==> src/rtl/dmem_arbiter.sv <==
// Two-port (A priority, B starvation-protected) arbiter and sequencer for a single-port data memory.
// Optional alignment checking with a_err/b_err outputs is enabled by defining DMEM_ARB_ALIGN_CHECK_EN.
module dmem_arbiter #(
  parameter int unsigned ADDR_WIDTH   = 32,
  parameter int unsigned DATA_WIDTH   = 32,
  parameter int unsigned STARVE_LIMIT = 4
) (
  input  logic                  clk,
  input  logic                  rst_n,
  input  logic                  a_req,
  input  logic                  a_write,
  input  logic [ADDR_WIDTH-1:0] a_address,
  input  logic [DATA_WIDTH-1:0] a_write_data,
  output logic                  a_ack,
  output logic [DATA_WIDTH-1:0] a_read_data,
  input  logic                  b_req,
  input  logic                  b_write,
  input  logic [ADDR_WIDTH-1:0] b_address,
  input  logic [DATA_WIDTH-1:0] b_write_data,
  output logic                  b_ack,
  output logic [DATA_WIDTH-1:0] b_read_data,
`ifdef DMEM_ARB_ALIGN_CHECK_EN
  output logic                  a_err,
  output logic                  b_err,
`endif
  output logic                  mem_write,
  output logic [ADDR_WIDTH-1:0] mem_address,
  output logic [DATA_WIDTH-1:0] mem_write_data,
  input  logic [DATA_WIDTH-1:0] mem_read_data,
  output logic                  busy
);

  localparam int unsigned CNT_W = (STARVE_LIMIT > 0) ? $clog2(STARVE_LIMIT + 1) : 1;

  typedef enum logic {IDLE, SERVE} state_e;

  state_e                  state_q, state_d;
  logic                    owner_b_q, owner_b_d;
  logic                    wr_q, wr_d;
  logic [ADDR_WIDTH-1:0]   addr_q, addr_d;
  logic [DATA_WIDTH-1:0]   wdata_q, wdata_d;
  logic                    mem_write_q, mem_write_d;
  logic                    busy_q, busy_d;
  logic                    a_ack_q, a_ack_d;
  logic                    b_ack_q, b_ack_d;
  logic [DATA_WIDTH-1:0]   a_rd_q, a_rd_d;
  logic [DATA_WIDTH-1:0]   b_rd_q, b_rd_d;
  logic [CNT_W-1:0]        cnt_q, cnt_d;
`ifdef DMEM_ARB_ALIGN_CHECK_EN
  logic                    misal_q, misal_d;
  logic                    a_err_q, a_err_d;
  logic                    b_err_q, b_err_d;
`endif

  logic                    a_elig, b_elig, grant_b;
  logic                    sel_write, load_ok;
  logic [ADDR_WIDTH-1:0]   sel_addr;
  logic [DATA_WIDTH-1:0]   sel_wdata;

  // A port whose ack is currently high has just been served; its req is ignored
  assign a_elig    = a_req & ~a_ack_q;
  assign b_elig    = b_req & ~b_ack_q;
  assign grant_b   = b_elig & (~a_elig | (cnt_q == CNT_W'(STARVE_LIMIT)));
  assign sel_write = grant_b ? b_write      : a_write;
  assign sel_addr  = grant_b ? b_address    : a_address;
  assign sel_wdata = grant_b ? b_write_data : a_write_data;

  always_comb begin
    state_d     = state_q;
    owner_b_d   = owner_b_q;
    wr_d        = wr_q;
    addr_d      = addr_q;
    wdata_d     = wdata_q;
    mem_write_d = 1'b0;
    busy_d      = 1'b0;
    a_ack_d     = 1'b0;
    b_ack_d     = 1'b0;
    a_rd_d      = a_rd_q;
    b_rd_d      = b_rd_q;
    cnt_d       = cnt_q;
    load_ok     = 1'b0;
`ifdef DMEM_ARB_ALIGN_CHECK_EN
    misal_d     = misal_q;
    a_err_d     = 1'b0;
    b_err_d     = 1'b0;
`endif
    case (state_q)
      IDLE: begin
        if (a_elig | b_elig) begin
          state_d   = SERVE;
          busy_d    = 1'b1;
          owner_b_d = grant_b;
          wr_d      = sel_write;
          addr_d    = sel_addr;
          wdata_d   = sel_wdata;
`ifdef DMEM_ARB_ALIGN_CHECK_EN
          misal_d     = |sel_addr[1:0];
          mem_write_d = sel_write & ~(|sel_addr[1:0]);
`else
          mem_write_d = sel_write;
`endif
          if (grant_b) begin
            cnt_d = '0;
          end else if (b_elig && (cnt_q != CNT_W'(STARVE_LIMIT))) begin
            cnt_d = cnt_q + CNT_W'(1);
          end
        end
      end
      SERVE: begin
        state_d = IDLE;
`ifdef DMEM_ARB_ALIGN_CHECK_EN
        load_ok = ~wr_q & ~misal_q;
        a_err_d = ~owner_b_q & misal_q;
        b_err_d = owner_b_q & misal_q;
`else
        load_ok = ~wr_q;
`endif
        if (owner_b_q) begin
          b_ack_d = 1'b1;
          if (load_ok) b_rd_d = mem_read_data;
        end else begin
          a_ack_d = 1'b1;
          if (load_ok) a_rd_d = mem_read_data;
        end
      end
      default: state_d = IDLE;
    endcase
    if (!b_req) cnt_d = '0;
  end

  always_ff @(posedge clk or negedge rst_n) begin
    if (!rst_n) begin
      state_q     <= IDLE;
      owner_b_q   <= 1'b0;
      wr_q        <= 1'b0;
      addr_q      <= '0;
      wdata_q     <= '0;
      mem_write_q <= 1'b0;
      busy_q      <= 1'b0;
      a_ack_q     <= 1'b0;
      b_ack_q     <= 1'b0;
      a_rd_q      <= '0;
      b_rd_q      <= '0;
      cnt_q       <= '0;
`ifdef DMEM_ARB_ALIGN_CHECK_EN
      misal_q     <= 1'b0;
      a_err_q     <= 1'b0;
      b_err_q     <= 1'b0;
`endif
    end else begin
      state_q     <= state_d;
      owner_b_q   <= owner_b_d;
      wr_q        <= wr_d;
      addr_q      <= addr_d;
      wdata_q     <= wdata_d;
      mem_write_q <= mem_write_d;
      busy_q      <= busy_d;
      a_ack_q     <= a_ack_d;
      b_ack_q     <= b_ack_d;
      a_rd_q      <= a_rd_d;
      b_rd_q      <= b_rd_d;
      cnt_q       <= cnt_d;
`ifdef DMEM_ARB_ALIGN_CHECK_EN
      misal_q     <= misal_d;
      a_err_q     <= a_err_d;
      b_err_q     <= b_err_d;
`endif
    end
  end

  assign a_ack          = a_ack_q;
  assign b_ack          = b_ack_q;
  assign a_read_data    = a_rd_q;
  assign b_read_data    = b_rd_q;
  assign mem_write      = mem_write_q;
  assign mem_address    = addr_q;
  assign mem_write_data = wdata_q;
  assign busy           = busy_q;
`ifdef DMEM_ARB_ALIGN_CHECK_EN
  assign a_err          = a_err_q;
  assign b_err          = b_err_q;
`endif

endmodule
==> config.mk <==
export PLATFORM = sky130hd
export DESIGN_NAME = dmem_arbiter
export DESIGN_NICKNAME = d
export VERILOG_FILES = /design/src/rtl/dmem_arbiter.sv
export SDC_FILE = /design/constraint.sdc
export NUM_CORES = 1
export LEC_CHECK = 0
export ABC_AREA = 1
export CAP_MARGIN = 20
export CORE_AREA = 3 3 124 126
export DETAILED_ROUTE_END_ITERATION = 16
export DIE_AREA = 0 0 127 129
export PLACE_DENSITY = 0.91
export RECOVER_POWER = 100
export REMOVE_ABC_BUFFERS = 1
export SETUP_SLACK_MARGIN = 0.4
export SLEW_MARGIN = 15
export SYNTH_ARGS = -nofsm -noshare
export SYNTH_HDL_FRONTEND = slang
export SYNTH_SLANG_ARGS = --single-unit
==> constraint.sdc <==
create_clock -name clk -period 3.74 [get_ports clk]
set_input_delay 0.748 -clock clk [delete_from_list [all_inputs] [get_ports clk]]
set_output_delay 0.748 -clock clk [all_outputs]
set_load 0.1 [all_outputs]
# ---- After elaboration in Yosys (flattened, before gate mapping)
# Cells that the tools add are included.
dict set report op_classes {
  n_addsub 1
  n_eq_ne 5
  muxes 17
  bitwise_logic 11
  n_reduce_logical 5
}
# op count
set op_table {}
lappend op_table {{two-way mux 32 bit} 2}
lappend op_table {{two-way mux 3 bit} 5}
lappend op_table {{two-way mux 1 bit} 9}
lappend op_table {{AND reduction 3 bit} 3}
lappend op_table {{inverter 1 bit} 6}
lappend op_table {{adder 3 x 1 -> 3 bit, second input constant} 1}
lappend op_table {{bitwise AND 1 bit} 3}
lappend op_table {{== test 3 bit, second input constant} 1}
lappend op_table {{!= test 3 x 1 -> 1 bit, second input constant} 1}
lappend op_table {{!= test 3 bit, second input constant} 1}
lappend op_table {{!= test 2 x 1 -> 1 bit, second input constant} 1}
lappend op_table {{!= test 2 bit, second input constant} 1}
lappend op_table {{OR 1 bit} 2}
lappend op_table {{one-hot mux 1 bit (2 select lines)} 1}
lappend op_table {{AND reduction 2 bit} 1}
lappend op_table {{logical AND 1 bit} 1}
dict set report totals {
  ff_bits 138
  in_bits 166
  out_inout_bits 132
  wordCells 51
}

# ---- Longest topological paths before layout
dict set report logic_depth {
  depth_word 9
  ltp_mapped 10
  depth_no_buf 8
}

# ---- Worst setup path after synthesis
# Ideal clock, no wire load.
dict set report synth_timing {
  path_kind {reg-to-reg}
  from {register a_ack_q, in the netlist a_ack}
  to {register addr_q[14], in the netlist mem_address[14]}
  setup_time_ns 0.068
  t_arrival_ns 1.757
  required_time_ns 3.672
  slack_ns 1.916
  stages_incl_launch_ff 9
  path_buffers 2
  synth_period_minus_slack_ns 1.824
  cell_sequence {dfrtp_1 inv_1 nand2_1 nand2_1 nand2_2 buf_4 buf_2 nand2_1 nand2_1}
}
dict set report synth_between {
  elab_chain_cells 6
  elab_cells_between_ends 8
  cone_classes {1 x mux; 6 x bitwise; 1 x reduce/logical}
}
# item line_no
set synth_rtl {}
lappend synth_rtl {{from (decl)} 44} ;# logic a_ack_q, a_ack_d;
lappend synth_rtl {{from (signal assigned)} 158} ;# a_ack_q <= a_ack_d;
lappend synth_rtl {{inverter 1 bit *} 61} ;# assign a_elig = a_req & ~a_ack_q;
lappend synth_rtl {{bitwise AND 1 bit *} 61}
lappend synth_rtl {{inverter 1 bit} 63} ;# assign grant_b = b_elig & (~a_elig | (cnt_q == CNT_W'(STARVE_LIMIT)));
lappend synth_rtl {{OR 1 bit} 63}
lappend synth_rtl {{bitwise AND 1 bit} 63}
lappend synth_rtl {{two-way mux 32 bit} 65} ;# assign sel_addr = grant_b ? b_address : a_address;
lappend synth_rtl {{to (signal assigned)} 154} ;# addr_q <= addr_d;
lappend synth_rtl {{to (decl)} 40} ;# logic [ADDR_WIDTH-1:0] addr_q, addr_d;
# Every way passes the cells marked *; elsewhere a longest branch is shown, timed or not.
# A chain may end at the register's enable or synchronous reset.

# ---- Final worst setup path
dict set report layout_timing {
  from {register busy_q, in the netlist busy}
  to {output busy}
}
# item line_no
set layout_rtl {}
lappend layout_rtl {{from (decl)} 43} ;# logic busy_q, busy_d;
lappend layout_rtl {{from (signal assigned)} 157} ;# busy_q <= busy_d;
lappend layout_rtl {{to (decl)} 30} ;# output logic busy
# No word-level cell between the ends.

==> flow_summary.yaml <==
routing:
  drcViolationCount: 0
  first_pass_iters: 5
  vias: 6313
  wl_mm: 20.1
  drt_iter0_markers: 507
  viasPerCell: 4.82
  wl_per_cell_um: 15.3
  antenna_left: 0
clocking:
  clkTransAtPathRegs_ns: 0.06
  clock-sinks: 137
  clk_latency_ns: 0.42
  cts_resized: 0
  cts_setup_buffers: 0
  cts_tree: "built"
  cts_hold_buf: 0
  htreeDepth: 4
  cts_buffers: 17
  cts_root_buffer: "clkbuf_16"
  clock_path_buffers: 2
worst_setup_path:
  cp.required_ns: 2.99
  cp_slowest_cell: "dlygate4sd3_1"
  reg2reg_slack_ns: 1.09
  arrival_ns: 2.06
  path_buf_inv: 1
  crit_path_end_kind: "primary output"
  critPathTopFamily: "buffers and inverters"
  crit_fanout: 4
  slowest_delay_ns: 1.23
  start_kind: "flip-flop"
  criticalPathCategory: "reg -> out"
  path_cells: "dlygate4sd3_1"
sta:
  tns_ns: 0
  relSlewSlack: -0.228
  rsz0062_at_grt: "false"
  final.min_clock_period_ns: 2.80
  finalMaxSlewViolations: 196
  max_freq_mhz: 357
  setup_viol: 0
  finClkSkew_ns: 0.00761
  hold_violations: 0
  period_share: 0.750
  tightest_slew_ns: 1.84
layout:
  nNetsFinal: 1280
  regArea_mm2: 0.00343
  antennaDiodeCount: 0
  syn2layout_area_growth_pct: 54.8
  nFillCells: 1105
  multi_input_area_mm2: 0.00208
  layout-drive-gt1-share: 0.0373
synth:
  synth_area_leaders: "dfrtp_1 (53%), nand2_1 (16%), nand3_1 (10%)"
  ys_seq_elements: 137
  yosys_warnings: 0
  netlist_top_cells_count: "nand2_1 (271), inv_1 (170), dfrtp_1 (137), nand3_1 (130), o21ai_0 (65)"
  dominantRegCellSynth: "dfrtp_1"
  ys_seq_area_frac: 0.530
  yosysMostFrequentCell: "nand2_1"
  yosys.area.top_type_share: 0.530
  synth-edff-count: 0
  yosysTopAreaCell: "dfrtp_1"
  synthArstFlopShare: 1.00
  synth_area_mm2: 0.00647
  ys_types: 17
  syn_inst: 836
  syn_avg_cell_area_um2: 7.74
floorplan:
  die_y_um: 129
  floorplan.initialDensity: 0.449
  die_w_um: 127
  io-pin-count: 298
  core_mm2: 0.0144
  dieArea_mm2: 0.0164
  rows: 44
placed_design:
  io_buffers: 297
  post-dp-hpwl_mm: 14.2
  gp_congestion: 0.847
global_routing:
  grt_max_degree: 73
  grt_pass1_wl_mm: 32.0
  track_usage: 0.245
  grt_pass1_vias: 6310
  antenna_found_initial: 0
  grt-ovfl-total: 0
hold_path:
  hold_class: "reg -> reg"
status:
  status: "complete, but fails checks"
  violations: "max-capacitance violations, max-slew violations"
run:
  cap_violations: 3
[metrics by stage]
stage                     setup slack (ns)  utilization  hold slack [ns]  instance area (um2)  cells
after floorplan                      0.779            -            0.450                 6170    789
after global placement                1.18        0.655            0.460                 9440   1277
after detailed placement              1.09        0.655            0.464                 9440   1277
after CTS                            0.976        0.696            0.335                10000   1309
after global routing                 0.833        0.695            0.496                10000   1309
final                                0.935        0.695            0.474                10000   1309
[worst min-delay path, stage by stage, from the launching register on]
cell and delay (ns):
dfrtp_1 0.34, nand2_1 0.05, nand2_1 0.05
[placed cells by master, fill, tap and decap left out, types with 4 or more instances in the layout]
cell type,instances
dlygate4sd3_1,133
inv_1,173
buf_4,4
inv_6,4
clkbuf_16,17
nand2_1,274
clkinv_4,4
nand3_1,130
o21ai_0,65
dfrtp_1,137
clkdlybuf4s50_1,163
[worst paths after layout]
path,start,to,cells past startpoint
worst min register to register,mem_write_data[21],mem_write_data[21],2
min in group asynchronous,rst_n,a_read_data[12],1
worst max register to register,busy,a_read_data[27],4
worst max-delay path,busy,busy,1
max in group asynchronous,rst_n,mem_write_data[18],2
worst min-delay path,mem_write_data[21],mem_write_data[21],2
[metal layers]
| layer | track usage | vias up | share of wire |
|---|---|---|---|
| li1 | - | 3086 | - |
| met1 | 0.302 | 2932 | 0.39 |
| met2 | 0.422 | 248 | 0.52 |
| met3 | 0.0511 | 47 | 0.059 |
| met4 | 0.102 | 0 | 0.033 |
| met5 | 0 | - | 0 |
[kinds of logic (layout without fill, tap and decap cells)]
| group | after synthesis | count (layout) | synth area share |
|---|---|---|---|
| flops | 137 | 137 | 0.530 |
| fa+ha+maj | 2 | 2 | 0.00387 |
| buf+inv | 220 | 509 | 0.146 |
| xor+xnor | 1 | 1 | 0.00135 |
| compound gates | 66 | 66 | 0.0511 |
| simple gates | 410 | 410 | 0.268 |
[state kept, by name, summed over array words and instances, names as in the netlist]
| register | count |
|---|---|
| a_ack | 1 |
| a_read_data | 32 |
| b_ack | 1 |
| b_read_data | 32 |
| busy | 1 |
| cnt_q | 3 |
| mem_address | 32 |
| mem_write | 1 |
| mem_write_data | 32 |
| owner_b_q | 1 |
| wr_q | 1 |
[area by class of cell]
cell class	count	area share
clock buffers	18	0.0438
clock inverters	14	0.0161
inverters	173	0.0648
repair buffers	304	0.302
flip-flops and latches	137	0.342
multi-input cells	479	0.208
well taps	184	0.0230
Power is not shown: default switching activity piles up to over one toggle a cycle in this logic, so the estimate is an artifact.
==> patch 1, RTL diff (config.mk and constraints unchanged) <==
Add a define of `DMEM_ARB_ALIGN_CHECK_EN`.
--- a/src/rtl/dmem_arbiter.sv
+++ b/src/rtl/dmem_arbiter.sv
@@ -1,5 +1,7 @@
 // Two-port (A priority, B starvation-protected) arbiter and sequencer for a single-port data memory.
 // Optional alignment checking with a_err/b_err outputs is enabled by defining DMEM_ARB_ALIGN_CHECK_EN.
+`define DMEM_ARB_ALIGN_CHECK_EN
+
 module dmem_arbiter #(
   parameter int unsigned ADDR_WIDTH   = 32,
   parameter int unsigned DATA_WIDTH   = 32,
Check against the original RTL (old outputs only; new: a_err and b_err): not equivalent (a bounded check fails within 4 cycles, from zero or initial values and one cycle with rst_n low).
==> patch 1 against the original RTL <==
  * Worst setup slack got worse by 0.20 ns
  * Sequential cell count increased by 3
  * Wire length decreased by 7.3%
  * Highest routed layer is now met5
  * Final area decreased by 4.4%
  * Area after synthesis decreased by 8.9%
  * Count of clock-buffer cells in the layout unchanged
  * Clock skew increased by 0.0042 ns
  * Sequential share of layout area increased by 2.4 points
  * Synthesized cell count decreased by 21%
  * Worst hold slack improved by 0.0081 ns
  * First-iteration DRC count decreased by 30%
  * The flow still finishes with violations (max-capacitance violations, max-slew violations)
Power is left out: the tool's default activity adds up to more than one toggle a clock period on the data nets, which glitch-free logic cannot reach.
==> patch 1: results <==
group,metric,value,unit
sta,finalMaxSlewViolations,252,
global_route,antenna_found_initial,1,
placement,place_area,0.008961,sq mm
synth,yosysSeqAreaShare,0.5946,
placement,place_hpwl,13570,um
worst_setup_path,crit_fanout,51,
synth,synthCells,659,
outcome,violations,"max-capacitance violations, max-slew violations",
drt,wl_met2,9195,um
drt,dr.max_layer_used,"met5",
synth,synth_compound_area_frac,0.1261,
global_route,grt_start_max_net_pins,72,
sta,finClkSkew,0.01183,ns
final_layout,fin_nets,1104,
sta,worst_slew_pin_slew,1.816,ns
placement,portBuffers,299,
synth,synth_cell_types,22,
synth,synthXorXnorAreaFrac,0.001487,
final_layout,n_fill_cell,1087,
drt,drt_iter0_markers,355,
drt,num_vias,5822,
global_route,grt_pass1_wl,29040,um
flow_run,cap_violations,4,
final_layout,drive_above_1_share,0.04320,
synth,synth_common_cells,"148 x nand2_1, 140 x dfrtp_1, 68 x o21ai_0",
drt,wl_per_cell,16.41,um
global_route,track_usage,0.2232,
placement,finalWeightedCongestion,0.8359,
outcome,status,"finished, violations left",
drt,wirelength_met1,7135,um
synth,synth_fa_ha_area_frac,0.004247,
synth,synth_area_leaders,"dfrtp_1 59%, nand2_1 9.4%, a31oi_1 6.6%",
[patch 1: worst paths after layout]
kind                                 startpoint                end  slack (ns)  cells after the start
worst max-delay path                      a_req  mem_write_data[9]        0.74                      6
worst min-delay path            b_read_data[30]    b_read_data[30]        0.48                      2
worst max register to register         cnt_q[0]  mem_write_data[9]        0.97                      8
worst min register to register  b_read_data[30]    b_read_data[30]        0.48                      2
max in group asynchronous                 rst_n  mem_write_data[1]        1.79                      2
min in group asynchronous                 rst_n     b_read_data[6]        0.80                      1
[patch 1: metal layers]
metal,global-route usage,vias up
met2,0.3817,299
li1,-,2737
met5,0,-
met1,0.2641,2747
met3,0.07264,37
met4,0.08265,2
[patch 1: kinds of logic after synthesis]
logic type,Yosys count
fa+ha+maj,2
flops,140
compound gates,133
buf+inv,94
xor+xnor,1
simple gates,289
[patch 1: area by class of cell]
| cell class | count | area share |
|---|---|---|
| sequential | 140 | 0.3658 |
| timing repair buffer | 305 | 0.3190 |
| multi-input combinational | 425 | 0.2059 |
| clock buffer | 18 | 0.04481 |
| tap | 184 | 0.02404 |
| clock inverter | 14 | 0.02195 |
| inverter | 47 | 0.01842 |
[patch 1: critical path, cell delays in order]
cell	delay, ns
dlygate4sd3_1	0.57
nand3_1	0.12
nand2_1	1.19
buf_4	0.42
nand2_1	0.09
a31oi_1	0.14
[patch 1: through the flow]
stage | util | TNS, ns | instances | setup slack [ns] | hold WS, ns
after floorplan | - | -0.3371 | 612 | -0.09354 | 0.4508
after global placement | 0.6213 | 0 | 1101 | 1.083 | 0.4643
after detailed placement | 0.6213 | 0 | 1101 | 0.9913 | 0.4738
after CTS | 0.6656 | 0 | 1133 | 0.9307 | 0.3575
after global routing | 0.6639 | 0 | 1133 | 0.5609 | 0.5054
final | 0.6639 | 0 | 1133 | 0.7394 | 0.4820
==> patch 2, RTL diff (same flow settings) <==
Without the edit above. `wdata_q` no longer has a reset.
--- a/src/rtl/dmem_arbiter.sv
+++ b/src/rtl/dmem_arbiter.sv
@@ -134,7 +134,6 @@
       owner_b_q   <= 1'b0;
       wr_q        <= 1'b0;
       addr_q      <= '0;
-      wdata_q     <= '0;
       mem_write_q <= 1'b0;
       busy_q      <= 1'b0;
       a_ack_q     <= 1'b0;
@@ -152,7 +151,6 @@
       owner_b_q   <= owner_b_d;
       wr_q        <= wr_d;
       addr_q      <= addr_d;
-      wdata_q     <= wdata_d;
       mem_write_q <= mem_write_d;
       busy_q      <= busy_d;
       a_ack_q     <= a_ack_d;
@@ -166,6 +164,10 @@
       b_err_q     <= b_err_d;
 `endif
     end
+  end
+
+  always_ff @(posedge clk) begin
+    wdata_q <= wdata_d;
   end
 
   assign a_ack          = a_ack_q;
Behaviour: not the same (a bounded check fails within 4 cycles, from zero or initial values and one cycle with rst_n low).
==> patch 2 against the original RTL <==
  * The run still ends with max-capacitance violations, max-slew violations left
  * Clock skew barely moved
  * Worst setup slack got worse by 0.20 ns
  * Sequential cell count did not move
  * Critical path depth rose by 7
  * Wire length fell by 4.4%
  * Synthesized cell count fell by 17%
  * Register-to-register slack got worse by 0.23 ns
  * Area after synthesis fell by 7.7%
  * Via count fell by 10%
  * Final area fell by 4.2%
  * Critical path type is now in2reg
  * Critical endpoint is now mem_address[16]
Power is left out: the tool's default activity adds up to more than one toggle a clock period on the data nets, which glitch-free logic cannot reach.
==> patch 2: results <==
group,metric,value,unit
drt,wl_met2,9919,um
global_route,grt_start_max_net_pins,106,
drt,num_vias,5680,
placement,place_area,0.009061,sq mm
sta,finClkSkew,0.007731,ns
drt,wl_met3,1331,um
outcome,status,"finished, violations left",
placement,post-place-ws,1.266,ns
outcome,violations,"max-capacitance violations, max-slew violations",
global_route,grt_pass1_vias,5635,
global_route,track_usage,0.2283,
synth,synth_cell_types,20,
synth,synthCells,696,
flow_run,cap_violations,2,
synth,yosysSeqAreaShare,0.6008,
worst_setup_path,cpMaxStageDelayCell,"clkbuf_2",
synth,synth_common_cells,"271 x nand2_1, 105 x dfrtp_1, 105 x inv_1",
drt,wirelength,19180,um
worst_setup_path,crit_end,"mem_address[16]",
sta,holdWs,0.4742,ns
sta,max-slew-margin-rel,-0.7312,
sta,finalMaxSlewViolations,156,
worst_setup_path,worstRegToRegCells,5,
worst_setup_path,max_stage_delay,0.77,ns
worst_hold_path,hp-start,"mem_address[29]",
global_route,met3_usage,0.05770,
final_layout,n_fill_cell,1125,
worst_setup_path,crit_type,"in2reg",
global_route,gr-usage-met2,0.4072,
worst_setup_path,rrSetupSlack,0.86,ns
placement,place_hpwl,13640,um
final_layout,drive_above_1_share,0.04200,
synth,synth-edff-count,32,
[patch 2: cell count changes after synthesis, sizes merged]
cell	delta
nand3	-64
edfxtp	+32
dfrtp	-32
inv	-63
buf	-5
clkbuf	-8
[patch 2: cells by family after synthesis]
| family | after synthesis | share of synthesized area |
|---|---|---|
| flip-flops | 137 | 0.6008 |
| AO/OA/AOI/OAI | 66 | 0.05530 |
| adder cells (fa/ha/maj) | 2 | 0.004189 |
| XOR/XNOR | 1 | 0.001467 |
| AND/OR/NAND/NOR | 346 | 0.2373 |
| buffers and inverters | 144 | 0.1010 |
[patch 2: final cells by class]
type                            count  area [sq um]  area share
Inverter                          110         412.9     0.04303
Sequential cell                   137          3588      0.3740
Multi-Input combinational cell    415          1762      0.1836
Tap cell                          184         230.2     0.02399
Timing Repair Buffer              306          3035      0.3163
Clock inverter                     15         141.4     0.01473
Clock buffer                       17         425.4     0.04433
